[src/rtl/clock_time_bcd.sv]
`default_nettype none
// ============================================================================
// Module  : clock_time_bcd
// Brief   : 24-hour packed-BCD time-of-day core with 1 s prescaler and
//           two-button (mode / increment) time setting.
// Revision: 1.0  initial release
// ============================================================================
module clock_time_bcd #(
  parameter logic [31:0] TICK_CNT = 32'd50_000_000
) (
  input  logic        clk,
  input  logic        rst,
  input  logic        key_mode,
  input  logic        key_inc,
  output logic [23:0] num,
  output logic [1:0]  mode,
  output logic        sec_tick
);

  typedef enum logic [1:0] {
    ST_RUN      = 2'd0,
    ST_SET_HOUR = 2'd1,
    ST_SET_MIN  = 2'd2,
    ST_ILLEGAL  = 2'd3
  } state_e;

  localparam logic [31:0] C_WRAP = TICK_CNT - 32'd1;

  // Returns {carry, next}; any value at or above the limit wraps to zero.
  function automatic logic [4:0] digit_inc(input logic [3:0] d, input logic [3:0] lim);
    if (d >= lim) return {1'b1, 4'd0};
    else          return {1'b0, d + 4'd1};
  endfunction

  function automatic logic [7:0] hour_inc(input logic [3:0] t, input logic [3:0] o);
    if ((t > 4'd2) || ((t == 4'd2) && (o >= 4'd3))) return 8'h00;
    else if (o >= 4'd9)                              return {t + 4'd1, 4'd0};
    else                                             return {t, o + 4'd1};
  endfunction

  state_e      state_q, state_d;
  logic [31:0] presc_q, presc_d;
  logic [3:0]  h_tens_q, h_ones_q, m_tens_q, m_ones_q, s_tens_q, s_ones_q;
  logic [3:0]  h_tens_d, h_ones_d, m_tens_d, m_ones_d, s_tens_d, s_ones_d;
  logic        sec_tick_q, sec_tick_d;
  logic        key_mode_q, key_inc_q;

  logic        w_mode_edge;
  logic        w_inc_edge;
  logic        w_wrap;
  logic [4:0]  w_s_ones_inc, w_s_tens_inc, w_m_ones_inc, w_m_tens_inc;
  logic [7:0]  w_hour_inc;

  assign w_mode_edge  = key_mode & ~key_mode_q;
  assign w_inc_edge   = key_inc & ~key_inc_q;
  assign w_wrap       = (presc_q >= C_WRAP);

  assign w_s_ones_inc = digit_inc(s_ones_q, 4'd9);
  assign w_s_tens_inc = digit_inc(s_tens_q, 4'd5);
  assign w_m_ones_inc = digit_inc(m_ones_q, 4'd9);
  assign w_m_tens_inc = digit_inc(m_tens_q, 4'd5);
  assign w_hour_inc   = hour_inc(h_tens_q, h_ones_q);

  always_comb begin
    state_d    = state_q;
    presc_d    = presc_q;
    h_tens_d   = h_tens_q;
    h_ones_d   = h_ones_q;
    m_tens_d   = m_tens_q;
    m_ones_d   = m_ones_q;
    s_tens_d   = s_tens_q;
    s_ones_d   = s_ones_q;
    sec_tick_d = 1'b0;

    case (state_q)
      ST_RUN: begin
        // A mode edge pre-empts a coinciding prescaler wrap.
        if (w_mode_edge) begin
          state_d = ST_SET_HOUR;
          presc_d = 32'd0;
        end else if (w_wrap) begin
          presc_d    = 32'd0;
          sec_tick_d = 1'b1;
          s_ones_d   = w_s_ones_inc[3:0];
          if (w_s_ones_inc[4]) begin
            s_tens_d = w_s_tens_inc[3:0];
            if (w_s_tens_inc[4]) begin
              m_ones_d = w_m_ones_inc[3:0];
              if (w_m_ones_inc[4]) begin
                m_tens_d = w_m_tens_inc[3:0];
                if (w_m_tens_inc[4]) begin
                  {h_tens_d, h_ones_d} = w_hour_inc;
                end
              end
            end
          end
        end else begin
          presc_d = presc_q + 32'd1;
        end
      end

      ST_SET_HOUR: begin
        presc_d = 32'd0;
        if (w_mode_edge) begin
          state_d = ST_SET_MIN;
        end else if (w_inc_edge) begin
          {h_tens_d, h_ones_d} = w_hour_inc;
        end
      end

      ST_SET_MIN: begin
        presc_d = 32'd0;
        if (w_mode_edge) begin
          // Seconds restart so the next tick lands a full period after exit.
          state_d  = ST_RUN;
          s_tens_d = 4'd0;
          s_ones_d = 4'd0;
        end else if (w_inc_edge) begin
          m_ones_d = w_m_ones_inc[3:0];
          if (w_m_ones_inc[4]) begin
            m_tens_d = w_m_tens_inc[3:0];
          end
        end
      end

      default: begin
        state_d = ST_RUN;
        presc_d = 32'd0;
      end
    endcase
  end

  always_ff @(posedge clk or posedge rst) begin
    if (rst) begin
      state_q    <= ST_RUN;
      presc_q    <= 32'd0;
      h_tens_q   <= 4'd0;
      h_ones_q   <= 4'd0;
      m_tens_q   <= 4'd0;
      m_ones_q   <= 4'd0;
      s_tens_q   <= 4'd0;
      s_ones_q   <= 4'd0;
      sec_tick_q <= 1'b0;
      // History starts high so a key already held at release is not an edge.
      key_mode_q <= 1'b1;
      key_inc_q  <= 1'b1;
    end else begin
      state_q    <= state_d;
      presc_q    <= presc_d;
      h_tens_q   <= h_tens_d;
      h_ones_q   <= h_ones_d;
      m_tens_q   <= m_tens_d;
      m_ones_q   <= m_ones_d;
      s_tens_q   <= s_tens_d;
      s_ones_q   <= s_ones_d;
      sec_tick_q <= sec_tick_d;
      key_mode_q <= key_mode;
      key_inc_q  <= key_inc;
    end
  end

  assign num      = {h_tens_q, h_ones_q, m_tens_q, m_ones_q, s_tens_q, s_ones_q};
  assign mode     = state_q;
  assign sec_tick = sec_tick_q;

endmodule
`default_nettype wire
[config.mk]
export PLATFORM = sky130hd
export DESIGN_NAME = clock_time_bcd
export DESIGN_NICKNAME = d
export VERILOG_FILES = /design/src/rtl/clock_time_bcd.sv
export SDC_FILE = /design/constraint.sdc
export NUM_CORES = 1
export LEC_CHECK = 0
export CAP_MARGIN = 0
export CORE_ASPECT_RATIO = 2
export CORE_MARGIN = 3
export CORE_UTILIZATION = 35
export DETAILED_ROUTE_END_ITERATION = 7
export GPL_ROUTABILITY_DRIVEN = 0
export HOLD_SLACK_MARGIN = 0.05
export SYNTH_ARGS = -nofsm -noshare
export SYNTH_HDL_FRONTEND = slang
export SYNTH_SLANG_ARGS = --single-unit
[constraint.sdc]
create_clock -name clk -period 3.5 [get_ports clk]
set_input_delay 0.7 -clock clk [delete_from_list [all_inputs] [get_ports clk]]
set_output_delay 0.7 -clock clk [all_outputs]
set_load 0.02 [all_outputs]
==> results of run 1 <==
==> layout by cell type, fill, tap and decap left out, types with 2 or more instances in the layout <==
cell type | netlist | final
o31ai_1 | 5 | 5
nand2b_1 | 7 | 7
xnor2_1 | 9 | 9
or2_2 | 2 | 2
a2111oi_0 | 2 | 2
mux2i_1 | 2 | 2
nand4_1 | 6 | 6
clkbuf_8 | 0 | 2
or3_1 | 2 | 2
clkbuf_16 | 0 | 9
nor2_1 | 43 | 43
a31oi_1 | 3 | 3
clkbuf_1 | 6 | 4
ha_1 | 18 | 18
nand3_1 | 14 | 14
conb_1 | 1 | 6
xor2_1 | 15 | 15
dfstp_2 | 2 | 2
buf_4 | 0 | 6
a41oi_1 | 3 | 3
nor3_1 | 6 | 6
nor2b_1 | 5 | 5
o21ai_0 | 15 | 15
and2_1 | 2 | 2
o2111ai_1 | 2 | 2
inv_1 | 22 | 21
dfrtp_1 | 59 | 59
and4_1 | 2 | 2
clkdlybuf4s50_1 | 0 | 30
and3_1 | 3 | 3
or4_1 | 4 | 4
nand2_1 | 29 | 29
a21oi_1 | 10 | 10
==> through the flow <==
stage               hold slack, ns  power, mW  setup WS [ns]    util
finish                      0.4982      2.661         0.6913  0.4447
global route                0.5477      2.845         0.5515  0.4447
CTS                         0.5037      2.700         0.6800  0.4447
detailed placement          0.5017      1.873         0.6063  0.4134
global placement            0.4920      1.855         0.6659  0.4134
floorplan                   0.4549      1.503         0.9848       -
==> power groups by stage <==
stage	sequential [mW]	combinational (mW)	clock, mW
6_report	0.988	0.867	0.806
5_1_grt	1.01	0.965	0.865
4_1_cts	0.989	0.879	0.832
3_5_place_dp	0.999	0.874	0
3_3_place_gp	0.997	0.858	0
2_1_floorplan	1.06	0.443	0
==> layout make-up <==
| type | count | area (um^2) | area share |
|---|---|---|---|
| flip-flops and latches | 61 | 1529 | 0.3948 |
| multi-input cells | 236 | 1518 | 0.3919 |
| repair buffers | 36 | 345.3 | 0.08918 |
| clock buffers | 15 | 267.8 | 0.06914 |
| well taps | 100 | 125.1 | 0.03231 |
| inverters | 22 | 82.58 | 0.02132 |
| clock inverters | 1 | 5.005 | 0.001292 |
==> per-layer routing <==
layer | part of all wire | global-route usage | vias to the layer above
li1 | - | - | 1189
met1 | 0.37 | 0.1556 | 1190
met2 | 0.55 | 0.2527 | 46
met3 | 0.036 | 0.04526 | 18
met4 | 0.036 | 0.07685 | 0
met5 | 0 | 0 | -
==> state kept, by name (all words and copies together) (netlist names) <==
register,cells
key_inc_q,1
sec_tick,1
presc_q,32
s_tens_q,4
h_ones_q,4
m_tens_q,4
h_tens_q,4
m_ones_q,4
key_mode_q,1
s_ones_q,4
mode,2
==> kinds of logic (layout without fill, tap and decap cells) <==
group	count (synthesis)	in the layout	share of synthesized area
adder cells (fa/ha/maj)	18	18	0.07163
other	1	6	0.001193
flip-flops	61	61	0.4863
multiplexers	2	2	0.006367
buffers and inverters	29	74	0.03701
AO/OA/AOI/OAI	55	55	0.1281
AND/OR/NAND/NOR	131	131	0.2025
XOR/XNOR	24	24	0.06686
==> worst reg2reg max path, cell delays in order (launching register included) <==
cell     delay (ns)
dfrtp_1        0.41
or4b_1         0.51
or4_1          0.46
o211a_1        0.42
or2_2          0.40
o22ai_2        0.31
mux2i_1        0.22
==> path summary, 6_finish.rpt <==
kind | cells after the start | slack, ns | end | start
max in group asynchronous | 3 | 2.35 | presc_q[19] | rst
setup / recovery | 6 | 0.69 | s_tens_q[3] | presc_q[24]
hold / removal | 1 | 0.50 | presc_q[0] | presc_q[0]
min in group asynchronous | 3 | 0.74 | presc_q[30] | rst
hold reg to reg | 1 | 0.50 | presc_q[0] | presc_q[0]
setup reg to reg | 6 | 0.69 | s_tens_q[3] | presc_q[24]
==> reports/results.ini, run 1 <==
[logic_synthesis]
netlist_instances = 321
synthTopCellsByArea = dfrtp_1 (47%), ha_1 (7.2%), nor2_1 (5.1%)
synth_top_area_frac = 0.4696
post-synth-top-count-cell = dfrtp_1
yosysUniqueCellTypes = 51
synth-seq-cells = 61
synth_warnings = 0
synthArstFlopShare = 1.000
yosys.area.top_type = dfrtp_1
avgSynthCellArea_um2 = 9.795
synth_common_cells = dfrtp_1 (59), nor2_1 (43), nand2_1 (29)
netlist_area_mm2 = 0.003144
ys.flop_type = dfrtp_1
ys_seq_area_frac = 0.4863
synth_edf_count = 0

[power_and_ir_drop]
p_int_mw = 1.709
p_leak_nw = 1.626
max-vdd-ir-drop_mv = 0.4604
power.density_mw_per_mm2 = 687.3
p_sw_frac = 0.3578
seq_power_share = 0.371
p_comb_frac = 0.326
p_clk_frac = 0.303
p_switching_mw = 0.9521

[clocking]
insertion_delay_ns = 0.33
numCtsBuffers = 9
cts_hold_buf = 0
ctsRootBufferMaster = clkbuf_16
tritoncts = built
cts_setup_buffers = 0
ctsLongestPathBuffers = 2
clkTransAtPathRegs_ns = 0.05
ctsResizeCount = 0
clock_sinks = 61
htree_levels = 3

[timing]
slew_violations = 0
fin_skew_ns = 0.005221
rsz0062_at_grt = false
fin_setup_tns_ns = 0
setup_viol = 0
tightest_slew_ns = 0.9483
fin_crit_sh = 0.8025
max_freq_mhz = 356.0
max-slew-margin-rel = 0.3624
hold_viol = 0
min_period_ns = 2.809

[layout]
drive_gt1_frac = 0.07278
area_delta_synth_final_pct = 23.16
n_antenna_cell = 0
final_cells = 471
post-route-cell-area_mm2 = 0.003872
nFillCells = 811
final_nets = 388

[global_routing]
grt_pass1_wl_um = 11650
grt_start_max_net_pins = 39
grt_pass1_vias = 2443
grt_usage = 0.1471
grt_overflow = 0
antenna_found_initial = 0

[detailed_routing]
firstDrtPassIters = 4
drtIter0Drc = 132
avgViaCountPerCell = 5.187
drc_errors = 0
vias = 2443
ant_nets = 0
wl_um = 6679
wire_per_inst_um = 14.18

[floorplanning]
die_w_um = 73.02
die_h_um = 140.0
rows = 48
start_util = 0.3611
die-area_mm2 = 0.01023
io_pins = 31
core-area_mm2 = 0.008708

[setup_path]
cpLargestDelayFamily = simple AND/OR/NAND/NOR gates
crit_buf_inv = 0
crit_required_ns = 3.75
crit_chain = or4b_1 -> or4_1 -> o211a_1 -> or2_2 -> o22ai_2 -> mux2i_1
end_kind = flop
critPathKind = flop to flop
start_kind = flop
cp_max_fo = 12
worstPathArrival_ns = 3.06
cp_slowest_stage_delay_ns = 0.51
cp_slowest_cell = or4b_1

[place]
portBuffers = 30
placedCellCount = 455
dp_hpwl_um = 4861
placed_cell_area_mm2 = 0.003600

[run_status]
status = finished, final reports clean

[run]
maxCapViolCount = 0

[min_path]
hp-class = flop to flop

(Power assumes the default switching activity.)
==> run 2: changes to the inputs <==
==> constraint.sdc (replaced) <==
create_clock -name clk -period 2.49 [get_ports clk]
set_input_delay 0.498 -clock clk [delete_from_list [all_inputs] [get_ports clk]]
set_output_delay 0.498 -clock clk [all_outputs]
set_load 0.02 [all_outputs]
==> reports/results.ini, run 2 (synthesized netlist as in run 1, its figures left out) <==
[run_status]
status = finished, final reports clean

[floorplanning]
io_pins = 31  ; unchanged
rows = 48  ; unchanged
core-area_mm2 = 0.008708  ; unchanged
die-area_mm2 = 0.01023  ; unchanged
start_util = 0.3611  ; unchanged
die_w_um = 73.02  ; unchanged
die_h_um = 140.0  ; unchanged

[setup_path]
critPathKind = flop to flop
cp_max_fo = 7  ; -5
startpoint = presc_q[24]
worstPathArrival_ns = 2.65  ; -0.41 ns
r2r_start = presc_q[24]
crit_required_ns = 2.70  ; -1.05 ns
crit_chain = or4b_1 -> or4_4 -> o211a_4 -> o31ai_4 -> buf_6 -> o21ai_2 -> a32o_1
crit_buf_inv = 1  ; +1
cpLargestDelayFamily = simple AND/OR/NAND/NOR gates
cp_slowest_stage_delay_ns = 0.51  ; about the same
end_kind = flop
start_kind = flop
worst_r2r_path_depth = 7  ; +1
path_depth = 7  ; +1
cp_slowest_cell = or4b_1

[global_routing]
grt_usage = 0.1574  ; +0.01021
antenna_found_initial = 0  ; unchanged
grt_overflow = 0  ; unchanged
grt_start_max_net_pins = 28  ; -28%
grt_pass1_vias = 2776  ; +14%
grt_pass1_wl_um = 12500  ; +7.3%

[detailed_routing]
wl_um = 7152  ; +7.1%
wire_per_inst_um = 14.42  ; +1.7%
ant_nets = 0  ; unchanged
firstDrtPassIters = 4  ; unchanged
avgViaCountPerCell = 5.165  ; -0.41%
vias = 2562  ; +4.9%
drc_errors = 0  ; unchanged
drtIter0Drc = 80  ; -39%

[layout]
nFillCells = 796  ; -1.8%
n_antenna_cell = 0  ; unchanged
area_delta_synth_final_pct = 30.64
layout_commonest_cell = dfrtp_1
drive_gt1_frac = 0.1465  ; +0.07369
final_cell_mix = dfrtp_1 (59), nor2_1 (43), buf_4 (31)
largest_register_ffs = 32  ; unchanged
final_nets = 414  ; +6.7%
regMostFlops = presc_q
multi_input_area_mm2 = 0.001548  ; +2.0%
register_area_mm2 = 0.001529  ; unchanged
fin_util = 0.4717  ; +0.02701
post-route-cell-area_mm2 = 0.004108  ; +6.1%

[clocking]
tritoncts = built
clock_sinks = 61  ; unchanged
numCtsBuffers = 9  ; unchanged
ctsRootBufferMaster = clkbuf_16
ctsLongestPathBuffers = 2  ; unchanged
insertion_delay_ns = 0.33  ; about the same
htree_levels = 3  ; unchanged
clkTransAtPathRegs_ns = 0.05  ; about the same

[timing]
max_freq_mhz = 411.0  ; +15%
rsz0062_at_grt = true
slew_violations = 0  ; unchanged
max-slew-margin-rel = 0.6204  ; +0.2580
setup_viol = 0  ; unchanged
tightest_slew_ns = 0.5686  ; -0.3797 ns
fin_crit_sh = 0.9772  ; +0.1747
min_period_ns = 2.433  ; -0.3755 ns
hold_ws_ns = 0.4884  ; -0.009752 ns
hold_viol = 0  ; unchanged
fin_skew_ns = 0.007223  ; +0.002002 ns

[power_and_ir_drop]
power.density_mw_per_mm2 = 942.7  ; +37%
p_leak_nw = 1.763  ; +8.4%
max-vdd-ir-drop_mv = 0.5740  ; +25%

[min_path]
hold_depth = 1  ; unchanged
hp-class = flop to flop
hold_path_startpoint = presc_q[0]

[run]
maxCapViolCount = 0  ; unchanged

[place]
placed_cell_area_mm2 = 0.003780  ; +5.0%
portBuffers = 30  ; unchanged
dp_hpwl_um = 5198  ; +6.9%

-- run 2: cell count changes in the layout (fill, tap and decap cells not counted), moves of 2 or more --
cell      change
buf_4        +25
clkbuf_1      -2
o21ai_0       -3
o21ai_1       +2
-- run 2: metal layers --
layer,share of wire,global-route usage,vias to the layer above
met5,0,0,-
met4,0.030,0.08755,0
met3,0.024,0.03736,17
met2,0.56,0.2754,36
met1,0.38,0.1660,1262
li1,-,-,1247
-- run 2: path summary, 6_finish.rpt --
| check | to | slack [ns] |
|---|---|---|
| setup / recovery | m_ones_q[2] | 0.06 |
| hold / removal | presc_q[0] | 0.49 |
| setup reg to reg | m_ones_q[2] | 0.06 |
| hold reg to reg | presc_q[0] | 0.49 |
| max in group asynchronous | presc_q[18] | 1.28 |
| min in group asynchronous | h_tens_q[3] | 0.55 |
-- run 2: final cells by class --
class	count	area share
Timing Repair Buffer	62	0.1325
Clock inverter	1	0.001218
Tap cell	100	0.03046
Sequential cell	61	0.3722
Multi-Input combinational cell	236	0.3768
Clock buffer	14	0.06671
Inverter	22	0.02010
-- run 2: worst reg2reg max path: cells and delay by family (launching register included) --
family / cells / cell delay, ns
AO/OA/AOI/OAI: 4 / 0.84
AND/OR/NAND/NOR: 2 / 0.94
buffers and inverters: 1 / 0.16
flip-flops: 1 / 0.37
-- run 2: through the flow --
step | setup WS, ns | std cells | TNS, ns | total power [mW]
3_5_place_dp | -0.1103 | 479 | -0.4531 | 2.699
4_1_cts | 0.01173 | 494 | 0 | 3.885
2_1_floorplan | -0.008365 | 326 | -0.008365 | 2.112
3_3_place_gp | -0.06321 | 479 | -0.1901 | 2.671
6_report | 0.05685 | 496 | 0 | 3.872
5_1_grt | -0.007619 | 496 | -0.01304 | 4.139
-- run 2: what timing repair did --
item | CTS | global route
buffers inserted | 0 | 2
pin swaps | 2 | 2
hold buffers | 0 | 0
resized for setup | 3 | 8
gates cloned | 0 | 0
setup endpoints to repair | 8 | 9
-- run 2: report_power, final --
part / total (mW) / internal, mW / switching [mW]
registers: 1.34 / 1.15 / 0.196
clock network: 1.15 / 0.746 / 0.406
logic: 1.38 / 0.611 / 0.768
==> run 3: changes to the inputs <==
--- a/config.mk
+++ b/config.mk
@@ -10,8 +10,8 @@
 export CORE_MARGIN = 3
 export CORE_UTILIZATION = 35
 export DETAILED_ROUTE_END_ITERATION = 7
-export GPL_ROUTABILITY_DRIVEN = 0
 export HOLD_SLACK_MARGIN = 0.05
+export PLACE_DENSITY_LB_ADDON = 0.15
 export SYNTH_ARGS = -nofsm -noshare
 export SYNTH_HDL_FRONTEND = slang
 export SYNTH_SLANG_ARGS = --single-unit
==> reports/results.ini, run 3 (synthesized netlist as in run 1, its figures left out) <==
[run_status]
status = finished, final reports clean

[timing]
setup_viol = 0  ; unchanged
max-slew-margin-rel = 0.5976  ; -0.02280
fin_setup_tns_ns = 0  ; unchanged
hold_ws_ns = 0.4620  ; -0.02644 ns
fin_skew_ns = 0.006776  ; -0.0004464 ns
slew_violations = 0  ; unchanged
max_freq_mhz = 412.7  ; +0.43%
fin_crit_sh = 0.9730  ; -0.004158
tightest_slew_ns = 0.5955  ; +0.02691 ns
hold_viol = 0  ; unchanged
rsz0062_at_grt = true
layout_setup_ws_ns = 0.06720  ; +0.01035 ns
min_period_ns = 2.423  ; -0.01035 ns

[global_routing]
grt_start_max_net_pins = 28  ; unchanged
antenna_found_initial = 0  ; unchanged
grt_pass1_wl_um = 12310  ; -1.5%
grt_usage = 0.1543  ; -0.003072
grt_pass1_vias = 2578  ; -7.1%
grt_overflow = 0  ; unchanged

[setup_path]
start_kind = flop
critPathKind = flop to flop
startpoint = presc_q[16]
cp_max_fo = 6  ; -1
r2r_start = presc_q[16]
rr_endpoint = s_tens_q[3]
worstPathArrival_ns = 2.67  ; +0.02 ns
worst_r2r_path_depth = 7  ; unchanged
worstSetupEndpoint = s_tens_q[3]
reg2reg_slack_ns = 0.07  ; about the same
crit_required_ns = 2.74  ; +0.04 ns
end_kind = flop

[layout]
fin_util = 0.4681  ; -0.003592
nFillCells = 824  ; +3.5%
area_delta_synth_final_pct = 29.65
largest_register_ffs = 32  ; unchanged
final_nets = 409  ; -1.2%
post-route-cell-area_mm2 = 0.004076  ; -0.76%
n_antenna_cell = 0  ; unchanged
regMostFlops = presc_q
layout_commonest_cell = dfrtp_1
drive_gt1_frac = 0.1330  ; -0.01347
final_cell_mix = dfrtp_1 (59), nor2_1 (43), clkdlybuf4s50_1 (30)
final_cells = 491  ; -1.0%

[power_and_ir_drop]
max-vdd-ir-drop_mv = 0.3862  ; -33%
p_leak_nw = 1.744  ; -1.1%
power_mw = 3.812  ; -1.6%
power.density_mw_per_mm2 = 935.1  ; -0.81%

[place]
place.gp.congestion = 0.7538
placedCellCount = 476  ; -0.63%
placed_cell_area_mm2 = 0.003782  ; about the same
pre_cts_ws_ns = -0.04165  ; +0.06862 ns
portBuffers = 30  ; unchanged
dp_hpwl_um = 5299  ; +1.9%

[clocking]
ctsLongestPathBuffers = 2  ; unchanged
clkTransAtPathRegs_ns = 0.05  ; about the same
clock_sinks = 61  ; unchanged
cts_setup_buffers = 0  ; unchanged
ctsRootBufferMaster = clkbuf_16
insertion_delay_ns = 0.32  ; about the same
htree_levels = 3  ; unchanged
numCtsBuffers = 9  ; unchanged
cts_hold_buf = 0  ; unchanged
tritoncts = built

[min_path]
hp-class = primary input to asynchronous set/reset pin

[floorplanning]
die_w_um = 73.02  ; unchanged
rows = 48  ; unchanged
die-area_mm2 = 0.01023  ; unchanged
die_h_um = 140.0  ; unchanged
io_pins = 31  ; unchanged
core-area_mm2 = 0.008708  ; unchanged
start_util = 0.3611  ; unchanged

[detailed_routing]
ant_nets = 0  ; unchanged
wire_per_inst_um = 14.23  ; -1.3%
avgViaCountPerCell = 5.098  ; -1.3%
vias = 2503  ; -2.3%
firstDrtPassIters = 4  ; unchanged
drtIter0Drc = 126  ; +57%
wl_um = 6989  ; -2.3%
drc_errors = 0  ; unchanged

[run]
maxCapViolCount = 0  ; unchanged

==> run 3: changes by cell type in the layout (fill, tap and decap cells not counted), sizes merged <==
cell    change
buf         -5
clkbuf      -1
clkinv      +1
==> run 3: critical path, cell delays in order, from the launching register on <==
cell and delay (ns):
dfrtp_1 0.37, or4b_1 0.52, or4_4 0.44, o211a_4 0.30, or2_4 0.26, o22ai_2 0.13, buf_6 0.15, mux2i_1 0.18
==> run 3: timing repair <==
item	in CTS	in global routing
resized for setup	3	4
setup endpoints to repair	11	33
pin swaps	0	3
hold endpoints to repair	0	0
==> run 3: cell type report <==
cell class | instances | area (um^2) | share of cell area
sequential | 61 | 1529 | 0.3751
timing repair buffer | 57 | 531.8 | 0.1304
tap | 100 | 125.1 | 0.03069
clock buffer | 13 | 260.3 | 0.06384
clock inverter | 2 | 10.01 | 0.002455
multi-input combinational | 236 | 1538 | 0.3772
inverter | 22 | 82.58 | 0.02026
==> run 3: where the power goes <==
part           switching [mW]  internal (mW)
registers               0.190           1.15
clock network           0.405          0.717
logic                   0.752          0.602
total                    1.35           2.46
==> run 3: worst min path at each step <==
stage                     from           to  slack (ns)  depth (start not counted)
floorplan           presc_q[0]   presc_q[0]        0.45                          1
global placement    presc_q[0]   presc_q[0]        0.49                          1
detailed placement  presc_q[0]   presc_q[0]        0.49                          1
CTS                        rst  m_ones_q[3]        0.47                          2
global route               rst  presc_q[10]        0.49                          2
finish                     rst  m_ones_q[3]        0.46                          2
==> run 3: per-layer routing <==
metal | up-vias | routed length (um) | global-route usage
li1 | 1241 | - | -
met1 | 1221 | 2682 | 0.1681
met2 | 30 | 3986 | 0.2749
met5 | - | 0 | 0
met3 | 11 | 156 | 0.02874
met4 | 0 | 164 | 0.07490
